**config.mk**
```make
export PLATFORM = sky130hd
export DESIGN_NAME = polar_info_mapper
export DESIGN_NICKNAME = d
export VERILOG_FILES = /design/src/rtl/polar_info_mapper.sv
export SDC_FILE = /design/constraint.sdc
export NUM_CORES = 1
export LEC_CHECK = 0
export ABC_AREA = 1
export BUFFER_PORTS_ARGS = -buffer_cell sky130_fd_sc_hd__buf_2
export CAP_MARGIN = 20
export CORE_ASPECT_RATIO = 0.75
export CORE_MARGIN = 1
export CORE_UTILIZATION = 57
export CTS_BUF_LIST = sky130_fd_sc_hd__clkbuf_4 sky130_fd_sc_hd__clkbuf_8
export CTS_CLUSTER_DIAMETER = 100
export DETAILED_ROUTE_END_ITERATION = 8
export PLACE_DENSITY = 0.87
export SLEW_MARGIN = 20
export SYNTH_ARGS = -nofsm -noshare
export SYNTH_HDL_FRONTEND = slang
export SYNTH_SLANG_ARGS = --single-unit
```
**constraint.sdc**
```tcl
create_clock -name clk -period 2.1 [get_ports clk]
set_input_delay 0.525 -clock clk [delete_from_list [all_inputs] [get_ports clk]]
set_output_delay 0.525 -clock clk [all_outputs]
set_load 0.05 [all_outputs]
```
**src/rtl/polar_info_mapper.sv**
```systemverilog
// Serial-to-parallel polar u-vector builder: scatters K info bits into the
// non-frozen positions of an N-bit vector. Optional framing check: POLAR_MAPPER_LAST_CHECK_EN.
module polar_info_mapper #(
    parameter int unsigned  N         = 32,
    parameter int unsigned  K         = 16,
    parameter logic [N-1:0] INFO_MASK = 32'hFFFF_0000
) (
    input  logic         clk,
    input  logic         reset,
    input  logic         s_data,
    input  logic         s_valid,
    output logic         s_ready,
`ifdef POLAR_MAPPER_LAST_CHECK_EN
    input  logic         s_last,
    output logic         err,
`endif
    output logic [N-1:0] m_data,
    output logic         m_valid,
    input  logic         m_ready
);

    localparam int unsigned PW = (N > 1) ? $clog2(N) : 1;
    localparam int unsigned CW = $clog2(K + 1);

    // Packed table: entry j (PW bits at j*PW) is the index of the j-th set mask bit.
    function automatic logic [K*PW-1:0] pos_table();
        logic [K*PW-1:0] t;
        int unsigned     j;
        t = '0;
        j = 0;
        for (int unsigned i = 0; i < N; i++) begin
            if (INFO_MASK[i] && (j < K)) begin
                t[j*PW +: PW] = PW'(i);
                j++;
            end
        end
        return t;
    endfunction

    localparam logic [K*PW-1:0] POS = pos_table();

    generate
        if ($countones(INFO_MASK) != K) begin : g_mask_check
            $error("polar_info_mapper: popcount(INFO_MASK) must equal K");
        end
    endgenerate

    typedef enum logic {COLLECT, HOLD} state_t;

    state_t          state_q, state_d;
    logic [CW-1:0]   cnt_q, cnt_d;
    logic [N-1:0]    buf_q, buf_d;
    logic [N-1:0]    m_data_q, m_data_d;
    logic            m_valid_q, m_valid_d;
`ifdef POLAR_MAPPER_LAST_CHECK_EN
    logic            err_q, err_d;
`endif

    always_comb begin
        state_d   = state_q;
        cnt_d     = cnt_q;
        buf_d     = buf_q;
        m_data_d  = m_data_q;
        m_valid_d = m_valid_q;
`ifdef POLAR_MAPPER_LAST_CHECK_EN
        err_d     = 1'b0;
`endif
        case (state_q)
            COLLECT: begin
                if (s_valid) begin
                    for (int unsigned i = 0; i < K; i++) begin
                        if (cnt_q == CW'(i)) buf_d[POS[i*PW +: PW]] = s_data;
                    end
                    if (cnt_q == CW'(K - 1)) begin
                        state_d   = HOLD;
                        m_data_d  = buf_d;
                        m_valid_d = 1'b1;
`ifdef POLAR_MAPPER_LAST_CHECK_EN
                        err_d     = ~s_last;
`endif
                    end else begin
                        cnt_d = cnt_q + CW'(1);
`ifdef POLAR_MAPPER_LAST_CHECK_EN
                        // Early last: drop the partial vector and restart framing.
                        if (s_last) begin
                            err_d = 1'b1;
                            buf_d = '0;
                            cnt_d = '0;
                        end
`endif
                    end
                end
            end
            HOLD: begin
                if (m_ready) begin
                    state_d   = COLLECT;
                    m_valid_d = 1'b0;
                    buf_d     = '0;
                    cnt_d     = '0;
                end
            end
            default: state_d = COLLECT;
        endcase
    end

    always_ff @(posedge clk) begin
        if (!reset) begin
            state_q   <= COLLECT;
            cnt_q     <= '0;
            buf_q     <= '0;
            m_data_q  <= '0;
            m_valid_q <= 1'b0;
`ifdef POLAR_MAPPER_LAST_CHECK_EN
            err_q     <= 1'b0;
`endif
        end else begin
            state_q   <= state_d;
            cnt_q     <= cnt_d;
            buf_q     <= buf_d;
            m_data_q  <= m_data_d;
            m_valid_q <= m_valid_d;
`ifdef POLAR_MAPPER_LAST_CHECK_EN
            err_q     <= err_d;
`endif
        end
    end

    assign s_ready = (state_q == COLLECT);
    assign m_data  = m_data_q;
    assign m_valid = m_valid_q;
`ifdef POLAR_MAPPER_LAST_CHECK_EN
    assign err     = err_q;
`endif

endmodule
```
==> impl_metrics.py, run 1 <==
metrics = {
    "status": {
        "status": "complete, no violations",
    },
    "setup_path": {
        "r2r_start": "cnt_q[0]",
        "startpoint": "cnt_q[0]",
        "cp-end-kind": "flop",
        "worstPathRequired_ns": 2.27,
        "worst-setup-path-type": "flop to flop",
        "startpoint_type": "flop",
        "cp.arrival_ns": 1.95,
        "reg2reg_slack_ns": 0.33,
        "cp_max_fo": 32,
        "rr_endpoint": "m_data[31]",
        "rr_worst_depth": 10,
        "crit_end": "m_data[31]",
    },
    "yosys": {
        "yosysMostFrequentCell": "nand2_1",
        "synth_cells": 311,
        "synth_edf_count": 0,
        "yosys_warnings": 0,
        "synth_top_area_share_pct": 36.6,
        "ys_types": 21,
        "synth_sequential_area_ratio_pct": 36.6,
        "netlist_area_sq_mm": 0.00208,
        "synth_ff_type": "dfxtp_1",
        "synth_seq_cells": 38,
        "async_flop_share_pct": 0,
        "yosys-top-cells-area": "dfxtp_1 (37%), nand2_1 (19%), inv_1 (8.3%), nand3_1 (8.0%), buf_4 (6.1%)",
        "syn_area_per_cell_sq_um": 6.68,
        "synth_top_cells_by_count": "nand2_1 (103), inv_1 (46), dfxtp_1 (38)",
        "yosysTopAreaCell": "dfxtp_1",
    },
    "floorplanning": {
        "rows": 18,
        "core_area_sq_mm": 0.00338,
        "initial_core_util_pct": 61.5,
        "die_h_um": 54.3,
        "num_io_pins": 39,
        "dieWidth_um": 71.7,
        "dieArea_sq_mm": 0.00389,
    },
    "pwr": {
        "p_sw_share_pct": 24.1,
        "p_switching_uw": 400,
        "clkPwrFrac_pct": 46.1,
        "power.density_mw_per_mm2": 728,
        "pwr-share-seq_pct": 44.2,
        "comb_power_share_pct": 9.8,
        "power.internal_mw": 1.26,
        "ir_worst_vdd_v": 0.000700,
        "power_mw": 1.66,
        "p_leak_nw": 1.12,
    },
    "route": {
        "drc": 0,
        "drt-pass1-iter-count": 5,
        "wl_per_cell_um": 10.9,
        "routed_wl_um": 4050,
        "ant_nets": 0,
        "vias_per_cell": 4.95,
        "drtIter0Drc": 90,
        "vias": 1847,
    },
    "clock_network": {
        "cts_tree": "built",
        "post_cts_buffers": 0,
        "postCtsHoldBufs": 0,
        "cts_resized": 0,
        "cts_root_buffer": "clkbuf_8",
        "h-tree-depth": 2,
        "clk_latency_ns": 0.29,
        "cts_buffers": 5,
        "clock-sinks": 38,
        "clk_pin_slew_ns": 0.07,
        "cts_buffer_depth": 2,
    },
    "timing": {
        "rsz0062_at_grt": "no",
        "final_max_slew_viol_count": 0,
        "finalSetupTns_ns": 0,
        "finalSetupViolCount": 0,
        "fin_skew_ns": 0.00312,
        "max_freq_mhz": 564,
        "fin_crit_ns": 1.77,
        "hold_viol_final": 0,
        "relSlewSlack_pct": 60.7,
        "fin_crit_sh_pct": 84.4,
        "worst_pin_slew_ns": 0.587,
    },
    "grt": {
        "grt.total_usage_pct": 21.9,
        "grt_overflow": 0,
        "antenna_found_initial": 0,
        "grt_pass1_vias": 1545,
        "grt_pass1_wl_um": 6450,
        "grt_max_degree": 33,
    },
    "final_layout": {
        "diodes": 0,
        "syn2layout_area_growth_pct": 9.82,
        "finalNetCount": 343,
        "fillers": 290,
        "drive_gt1_share_pct": 12.3,
    },
    "flow_run": {
        "cap_violations": 0,
    },
    "place": {
        "io_buffers": 22,
        "dp_hpwl_um": 2790,
        "routabilityCongestion": 0.817,
    },
    "hold_path": {
        "worstHoldPathType": "primary input to flop",
    },
}
==> layer usage <==
layer / up-vias / global-route usage [%] / part of all wire, %
li1: 963 / - / -
met1: 831 / 26.7 / 47
met2: 47 / 38.4 / 46
met3: 6 / 5.34 / 5.6
met4: 0 / 8.50 / 1.2
met5: - / 0 / 0
==> registers in the layout (all words and copies together), names as in the netlist <==
| name | cells |
|---|---|
| buf_q | 15 |
| cnt_q | 5 |
| m_data | 16 |
| m_valid | 1 |
| state_q | 1 |
==> layout make-up <==
class | instances | area (sq um) | share of cell area, %
clock inverter | 2 | 60.1 | 2.63
timing repair buffer | 25 | 133 | 5.81
multi-input combinational | 213 | 1010 | 44.3
sequential | 38 | 761 | 33.4
inverter | 49 | 184 | 8.06
tap | 40 | 50.0 | 2.19
clock buffer | 6 | 82.6 | 3.62
==> metrics by stage <==
step           std cells  area, sq um  hold WS (ns)  setup slack (ns)  util, %
2_1_floorplan        326         2130         0.444             0.537        -
3_3_place_gp         365         2140         0.425             0.415     63.3
3_5_place_dp         365         2140         0.440             0.357     63.3
4_1_cts              373         2280         0.429             0.340     67.5
5_1_grt              373         2280         0.445             0.156     67.5
6_report             373         2280         0.432             0.327     67.5
==> critical path: stages (launching register included) <==
cell	delay [ns]
dfxtp_1	0.38
ha_1	0.21
inv_1	0.07
nor2_1	0.15
ha_1	0.21
inv_1	0.06
nor2_2	0.09
buf_4	0.30
inv_1	0.07
nand2_1	0.06
a21oi_1	0.06
==> placed cells by master (no fill, tap or decap), types with 2 or more instances in the layout <==
| master | Yosys | layout |
|---|---|---|
| o21a_1 | 15 | 15 |
| nand2_1 | 103 | 103 |
| bufinv_16 | 0 | 2 |
| inv_1 | 46 | 46 |
| buf_4 | 17 | 3 |
| nand3_1 | 33 | 33 |
| a21oi_1 | 21 | 21 |
| nor2_1 | 10 | 10 |
| ha_1 | 6 | 6 |
| conb_1 | 1 | 16 |
| inv_2 | 3 | 3 |
| buf_2 | 7 | 22 |
| clkbuf_8 | 0 | 6 |
| nor2_4 | 3 | 3 |
| dfxtp_1 | 38 | 38 |
==> cell families (layout without fill, tap and decap cells) <==
group | after synthesis | count (layout) | synth area share (%)
AOI/OAI and AO/OA | 39 | 39 | 11.3
other | 1 | 16 | 0.181
and+or+nand+nor | 152 | 152 | 30.8
adders and majority gates | 6 | 6 | 3.61
DFF | 38 | 38 | 36.6
buffers and inverters | 75 | 82 | 17.4
==> worst min-delay path by stage <==
stage / from / to / slack [ns] / depth (start not counted)
after floorplan: buf_q[17] / buf_q[17] / 0.44 / 2
after global placement: m_valid / m_valid / 0.43 / 2
after detailed placement: m_valid / m_valid / 0.44 / 2
after CTS: m_ready / state_q / 0.43 / 2
after global routing: m_ready / state_q / 0.44 / 2
final: m_ready / state_q / 0.43 / 2
==> power by group through the flow <==
stage	Combinational [mW]	Sequential, mW	Clock (mW)
3_5_place_dp	0.159	0.750	0
6_report	0.162	0.733	0.765
4_1_cts	0.161	0.733	0.772
5_1_grt	0.176	0.734	0.806
3_3_place_gp	0.157	0.750	0
2_1_floorplan	0.161	0.749	0
No activity file was read; power rests on OpenSTA's default activity.
==> inputs of run 2 (changes only) <==
--- a/config.mk
+++ b/config.mk
@@ -5,16 +5,16 @@
 export SDC_FILE = /design/constraint.sdc
 export NUM_CORES = 1
 export LEC_CHECK = 0
-export ABC_AREA = 1
+export ABC_AREA = 0
 export BUFFER_PORTS_ARGS = -buffer_cell sky130_fd_sc_hd__buf_2
 export CAP_MARGIN = 20
 export CORE_ASPECT_RATIO = 0.75
 export CORE_MARGIN = 1
-export CORE_UTILIZATION = 57
+export CORE_UTILIZATION = 51
 export CTS_BUF_LIST = sky130_fd_sc_hd__clkbuf_4 sky130_fd_sc_hd__clkbuf_8
 export CTS_CLUSTER_DIAMETER = 100
 export DETAILED_ROUTE_END_ITERATION = 8
-export PLACE_DENSITY = 0.87
+export PLACE_DENSITY = 0.83
 export SLEW_MARGIN = 20
 export SYNTH_ARGS = -nofsm -noshare
 export SYNTH_HDL_FRONTEND = slang
==> constraint.sdc (replaced) <==
create_clock -name clk -period 1.45 [get_ports clk]
set_input_delay 0.3625 -clock clk [delete_from_list [all_inputs] [get_ports clk]]
set_output_delay 0.3625 -clock clk [all_outputs]
set_load 0.05 [all_outputs]
==> run 2 against run 1 <==
  * The run now ends with negative setup slack left
  * Clock-buffer cell count increased by 1
  * Clock power up 25%
  * Via count decreased by 1.2%
  * Flip-flop and latch count unchanged
  * Synthesized cell count shrank 28%
  * Critical endpoint is now cnt_q[3]
  * Largest cell class unchanged
==> impl_metrics.py, run 2 <==
metrics = {
    "grt": {
        "grt_pass1_wl_um": 8590,
        "grt_pass1_vias": 1755,
        "grt.total_usage_pct": 27.6,
        "grt_overflow": 0,
        "grt_max_degree": 20,
        "antenna_found_initial": 0,
    },
    "yosys": {
        "synth_sequential_area_ratio_pct": 38.0,
        "synth_ff_type": "dfxtp_1",
        "synth_top_cells_by_count": "dfxtp_1 (38), inv_1 (18), a21oi_1 (16), buf_4 (16)",
        "synth_cells": 225,
        "syn_area_per_cell_sq_um": 8.90,
        "synth_edf_count": 0,
        "yosysMostFrequentCell": "dfxtp_1",
        "ys_types": 37,
        "async_flop_share_pct": 0,
        "yosysTopAreaCell": "dfxtp_1",
        "synth_seq_cells": 38,
        "netlist_area_sq_mm": 0.00200,
        "yosys_warnings": 0,
        "synth_top_area_share_pct": 38.0,
        "yosys-top-cells-area": "dfxtp_1 (38%), mux2i_1 (7.0%), buf_4 (6.0%), a22oi_1 (4.9%), o22ai_1 (4.7%)",
    },
    "route": {
        "vias": 1825,
        "drt-pass1-iter-count": 4,
        "drtIter0Drc": 130,
        "ant_nets": 0,
        "routed_wl_um": 5790,
        "vias_per_cell": 5.76,
        "wl_per_cell_um": 18.3,
        "drc": 0,
    },
    "timing": {
        "worst_pin_slew_ns": 0.523,
        "fin_skew_ns": 0.00767,
        "finalSetupViolCount": 30,
        "hold_viol_final": 0,
        "fin_crit_sh_pct": 127,
        "fin_crit_ns": 1.84,
        "relSlewSlack_pct": 65.1,
        "whs_ns": 0.422,
        "timing.final.ws_setup_ns": -0.387,
        "max_freq_mhz": 544,
        "final_max_slew_viol_count": 0,
        "rsz0062_at_grt": "yes",
    },
    "final_layout": {
        "finalNetCount": 275,
        "final_cells": 317,
        "final_common_cell": "dfxtp_1",
        "largest_reg_flops": 16,
        "syn2layout_area_growth_pct": 40.9,
        "final_cell_mix": "dfxtp_1 (34), buf_2 (21), buf_4 (18)",
        "drive_gt1_share_pct": 46.4,
        "diodes": 0,
    },
    "place": {
        "dp_hpwl_um": 3000,
        "dp_slack_ns": -0.431,
        "io_buffers": 22,
        "placedCellCount": 300,
        "routabilityCongestion": 0.829,
    },
    "clock_network": {
        "cts_buffer_depth": 2,
        "clk_latency_ns": 0.29,
        "postCtsHoldBufs": 0,
        "clk_pin_slew_ns": 0.08,
        "cts_buffers": 5,
        "clock-sinks": 38,
        "cts_tree": "built",
        "h-tree-depth": 2,
        "cts_root_buffer": "clkbuf_8",
    },
    "floorplanning": {
        "rows": 19,
        "dieArea_sq_mm": 0.00418,
        "initial_core_util_pct": 54.0,
        "die_h_um": 56.3,
        "core_area_sq_mm": 0.00371,
        "dieWidth_um": 74.3,
        "num_io_pins": 39,
    },
    "pwr": {
        "p_switching_uw": 623,
        "power.density_mw_per_mm2": 847,
        "p_sw_share_pct": 26.1,
        "p_leak_nw": 1.14,
        "pwr-share-seq_pct": 44.2,
        "power.internal_mw": 1.77,
        "ir_worst_vdd_v": 0.000683,
        "comb_power_share_pct": 15.9,
        "clkPwrFrac_pct": 39.9,
    },
    "setup_path": {
        "crit_path_frequent_cell": "ha_4",
        "cp_slowest_cell": "or3b_4",
        "cp_max_fo": 8,
        "worst-setup-path-type": "flop to flop",
        "crit_chain": "ha_4, and3_4, ha_4, or3b_4, or3_1, a21oi_2",
        "cp.arrival_ns": 2.06,
        "cp-end-kind": "flop",
        "worstPathRequired_ns": 1.67,
        "startpoint_type": "flop",
        "slowest_delay_ns": 0.41,
    },
    "status": {
        "status": "finished, violations left",
        "violations": "negative setup slack",
    },
    "hold_path": {
        "worstHoldPathType": "primary input to flop",
    },
    "flow_run": {
        "cap_violations": 0,
    },
}
[run 2: layer usage]
metal	wire [um]	vias to the layer above	global-route usage, %	share of wire [%]
met5	0	-	0	0
met4	83	0	10.2	1.4
met3	306	13	6.82	5.3
met2	2890	57	42.7	50
met1	2500	897	37.0	43
li1	-	858	-	-
[run 2: cells by family after synthesis]
| kind of cell | synth area share, % |
|---|---|
| other cells | 0.187 |
| mux | 7.00 |
| simple gates | 15.4 |
| flops | 38.0 |
| compound gates | 22.2 |
| buf+inv | 13.4 |
| fa+ha+maj | 3.75 |
[run 2: worst paths after layout]
path,from,end,slack [ns],cells past startpoint
worst max-delay path,cnt_q[1],cnt_q[3],-0.39,6
worst min-delay path,m_ready,state_q,0.42,3
worst max register to register,cnt_q[1],cnt_q[3],-0.39,6
worst min register to register,buf_q[18],buf_q[18],0.45,2
[run 2: cell type report]
type | count | area [sq um]
well taps | 52 | 65.1
flip-flops and latches | 38 | 771
inverters | 18 | 77.6
clock inverters | 1 | 30.0
clock buffers | 7 | 90.1
repair buffers | 52 | 418
multi-input cells | 149 | 1370
fillers | 242 | 888
[run 2: through the flow]
| step | cell area [sq um] | setup TNS (ns) | utilization [%] | power, mW |
|---|---|---|---|---|
| after floorplan | 2130 | -2.47 | - | 1.32 |
| after global placement | 2250 | -4.91 | 60.7 | 1.35 |
| after detailed placement | 2250 | -6.08 | 60.7 | 1.36 |
| after CTS | 2680 | -4.69 | 72.2 | 2.36 |
| after global routing | 2820 | -7.60 | 76.0 | 2.46 |
| final | 2820 | -6.13 | 76.0 | 2.39 |
[run 2: critical path: cells and delay by family, from the launching register on]
| kind | cells | cell delay, ns |
|---|---|---|
| compound gates | 1 | 0.14 |
| simple gates | 3 | 0.95 |
| fa+ha+maj | 2 | 0.31 |
| flops | 1 | 0.36 |
[run 2: timing repair]
| item | 4_1_cts | 5_1_grt |
|---|---|---|
| gates resized for setup | 53 | 31 |
| cloned | 2 | 1 |
| setup buffers | 6 | 4 |
| hold endpoints to repair | 0 | 0 |
| endpoints found under the setup margin | 36 | 37 |
| pin swaps | 19 | 9 |
[run 2: power groups by stage]
| stage | sequential [mW] | clock (mW) | combinational [mW] |
|---|---|---|---|
| final | 1.06 | 0.954 | 0.379 |
| after global routing | 1.06 | 1.00 | 0.397 |
| after CTS | 1.06 | 0.953 | 0.348 |
| after detailed placement | 1.08 | 0 | 0.276 |
| after global placement | 1.08 | 0 | 0.274 |
| after floorplan | 1.08 | 0 | 0.240 |
==> inputs of run 3 (changes only) <==
--- a/config.mk
+++ b/config.mk
@@ -5,12 +5,12 @@
 export SDC_FILE = /design/constraint.sdc
 export NUM_CORES = 1
 export LEC_CHECK = 0
-export ABC_AREA = 0
+export ABC_AREA = 1
 export BUFFER_PORTS_ARGS = -buffer_cell sky130_fd_sc_hd__buf_2
 export CAP_MARGIN = 20
 export CORE_ASPECT_RATIO = 0.75
 export CORE_MARGIN = 1
-export CORE_UTILIZATION = 51
+export CORE_UTILIZATION = 52
 export CTS_BUF_LIST = sky130_fd_sc_hd__clkbuf_4 sky130_fd_sc_hd__clkbuf_8
 export CTS_CLUSTER_DIAMETER = 100
 export DETAILED_ROUTE_END_ITERATION = 8
==> run 3 against run 2 <==
  * The run still ends with negative setup slack left
  * Clock-buffer cell count decreased by 2
  * Worst setup slack better by 0.31 ns
  * Cell count grew 28%
  * Wire length is 10% lower
  * Register-to-register slack better by 0.31 ns
  * Critical path depth is 4 higher
  * Flip-flop and latch count is the same
  * Combinational power decreased by 15%
  * First-iteration DRC count rose by 22%
  * Die area grew 1.7%
  * Core utilization shrank 6.8 points
  * Critical endpoint is now m_data[23]
==> impl_metrics.py, run 3 (synthesis results as in run 1) <==
metrics = {
    "pwr": {
        "ir_worst_vdd_v": 0.000662,
        "power_mw": 2.08,
        "p_leak_nw": 1.22,
        "p_sw_share_pct": 29.3,
        "clkPwrFrac_pct": 33.3,
        "comb_power_share_pct": 15.5,
        "power.internal_mw": 1.47,
        "power.density_mw_per_mm2": 803,
        "pwr-share-seq_pct": 51.2,
        "p_switching_uw": 609,
    },
    "route": {
        "wl_met1_um": 2160,
        "drt-pass1-iter-count": 4,
        "vias": 2035,
        "drtIter0Drc": 158,
        "maxUsedRoutingLayer": "met4",
        "wl_met3_um": 384,
        "ant_nets": 0,
        "wl_met2_um": 2560,
        "wl_per_cell_um": 12.8,
        "routed_wl_um": 5200,
        "vias_per_cell": 5.02,
        "drc": 0,
    },
    "floorplanning": {
        "dieWidth_um": 75.0,
        "rows": 19,
        "dieArea_sq_mm": 0.00425,
        "initial_core_util_pct": 55.6,
        "core_area_sq_mm": 0.00373,
        "die_h_um": 56.7,
        "num_io_pins": 39,
    },
    "timing": {
        "finalSetupViolCount": 16,
        "fin_skew_ns": 0.00867,
        "fin_crit_ns": 1.53,
        "rsz0062_at_grt": "yes",
        "finalSetupTns_ns": -0.771,
        "hold_viol_final": 0,
        "max_freq_mhz": 653,
        "timing.final.ws_setup_ns": -0.0808,
        "final_max_slew_viol_count": 0,
        "fin_crit_sh_pct": 106,
    },
    "clock_network": {
        "cts_buffer_depth": 2,
        "clk_pin_slew_ns": 0.08,
        "cts_tree": "built",
        "h-tree-depth": 2,
        "cts_root_buffer": "clkbuf_8",
        "clk_latency_ns": 0.29,
        "clock-sinks": 38,
        "postCtsHoldBufs": 0,
        "cts_buffers": 5,
    },
    "flow_run": {
        "cap_violations": 0,
    },
    "setup_path": {
        "worst-setup-path-type": "flop to flop",
        "cp-end-kind": "flop",
        "startpoint_type": "flop",
        "cp_max_fo": 8,
        "worstPathRequired_ns": 1.70,
        "cp.arrival_ns": 1.78,
    },
    "grt": {
        "grt_overflow": 0,
        "grt_pass1_vias": 1871,
        "grt_pass1_wl_um": 8130,
        "antenna_found_initial": 0,
        "grt_max_degree": 18,
        "grt.total_usage_pct": 25.3,
    },
    "final_layout": {
        "diodes": 0,
        "largest_reg_flops": 16,
        "final_cell_mix": "nand2_1 (91), inv_1 (40), dfxtp_1 (36)",
        "final_common_cell": "nand2_1",
        "multi_input_area_sq_mm": 0.00114,
        "drive_gt1_share_pct": 27.2,
        "seqCellArea_sq_um": 763,
        "final_area_sq_mm": 0.00258,
        "finalNetCount": 364,
        "fillers": 299,
        "final_cells": 405,
        "syn2layout_area_growth_pct": 24.5,
    },
    "place": {
        "routabilityCongestion": 0.835,
        "placedCellCount": 394,
        "post_dp_cell_area_sq_mm": 0.00233,
        "dp_slack_ns": -0.0375,
        "io_buffers": 22,
        "dp_hpwl_um": 3090,
    },
    "status": {
        "status": "finished, violations left",
        "violations": "negative setup slack",
    },
    "hold_path": {
        "worstHoldPathType": "primary input to flop",
    },
}
==> run 3: power groups by stage <==
stage | logic (mW) | registers (mW) | clock network (mW)
after global routing | 0.340 | 1.06 | 0.746
after detailed placement | 0.282 | 1.08 | 0
after global placement | 0.276 | 1.08 | 0
final | 0.321 | 1.06 | 0.691
after CTS | 0.288 | 1.06 | 0.699
after floorplan | 0.233 | 1.09 | 0
==> run 3: what timing repair did <==
item                       in CTS  in global routing
pin swaps                       4                 22
setup buffers                   4                  1
cloned                          2                  0
setup endpoints to repair      16                 29
hold endpoints to repair        0                  0
resized for setup              12                 36
==> run 3: final cells by class <==
class,instances,share of cell area [%]
clock inverters,2,0.387
well taps,52,2.52
clock buffers,5,2.66
inverters,49,7.41
flip-flops and latches,38,29.5
multi-input cells,213,44.1
repair buffers,46,13.4
==> run 3: final timing paths <==
| kind | from | slack (ns) | to | depth (start not counted) |
|---|---|---|---|---|
| worst max-delay path | cnt_q[0] | -0.08 | m_data[23] | 10 |
| worst min-delay path | m_ready | 0.28 | state_q | 2 |
| worst max register to register | cnt_q[0] | -0.08 | m_data[23] | 10 |
| worst min register to register | m_valid | 0.45 | m_valid | 2 |
==> run 3: routing by layer <==
metal / track usage [%] / vias to the layer above
met4: 9.16 / 0
li1: - / 1008
met2: 41.2 / 83
met1: 32.3 / 931
met3: 6.10 / 13
met5: 0 / -
==> run 3: worst max-delay path, stage by stage, from the launching register on <==
cell     delay [ns]
dfxtp_2        0.36
ha_4           0.16
inv_4          0.04
nor2_4         0.13
ha_4           0.15
inv_2          0.04
nor2_4         0.18
buf_6          0.18
o21a_1         0.15
nand2_1        0.06
inv_1          0.04
==> run 3: metrics by stage <==
stage	hold WS (ns)	utilization [%]
floorplan	0.444	-
global placement	0.434	62.5
detailed placement	0.437	62.5
CTS	0.274	68.0
global route	0.276	69.3
finish	0.280	69.3
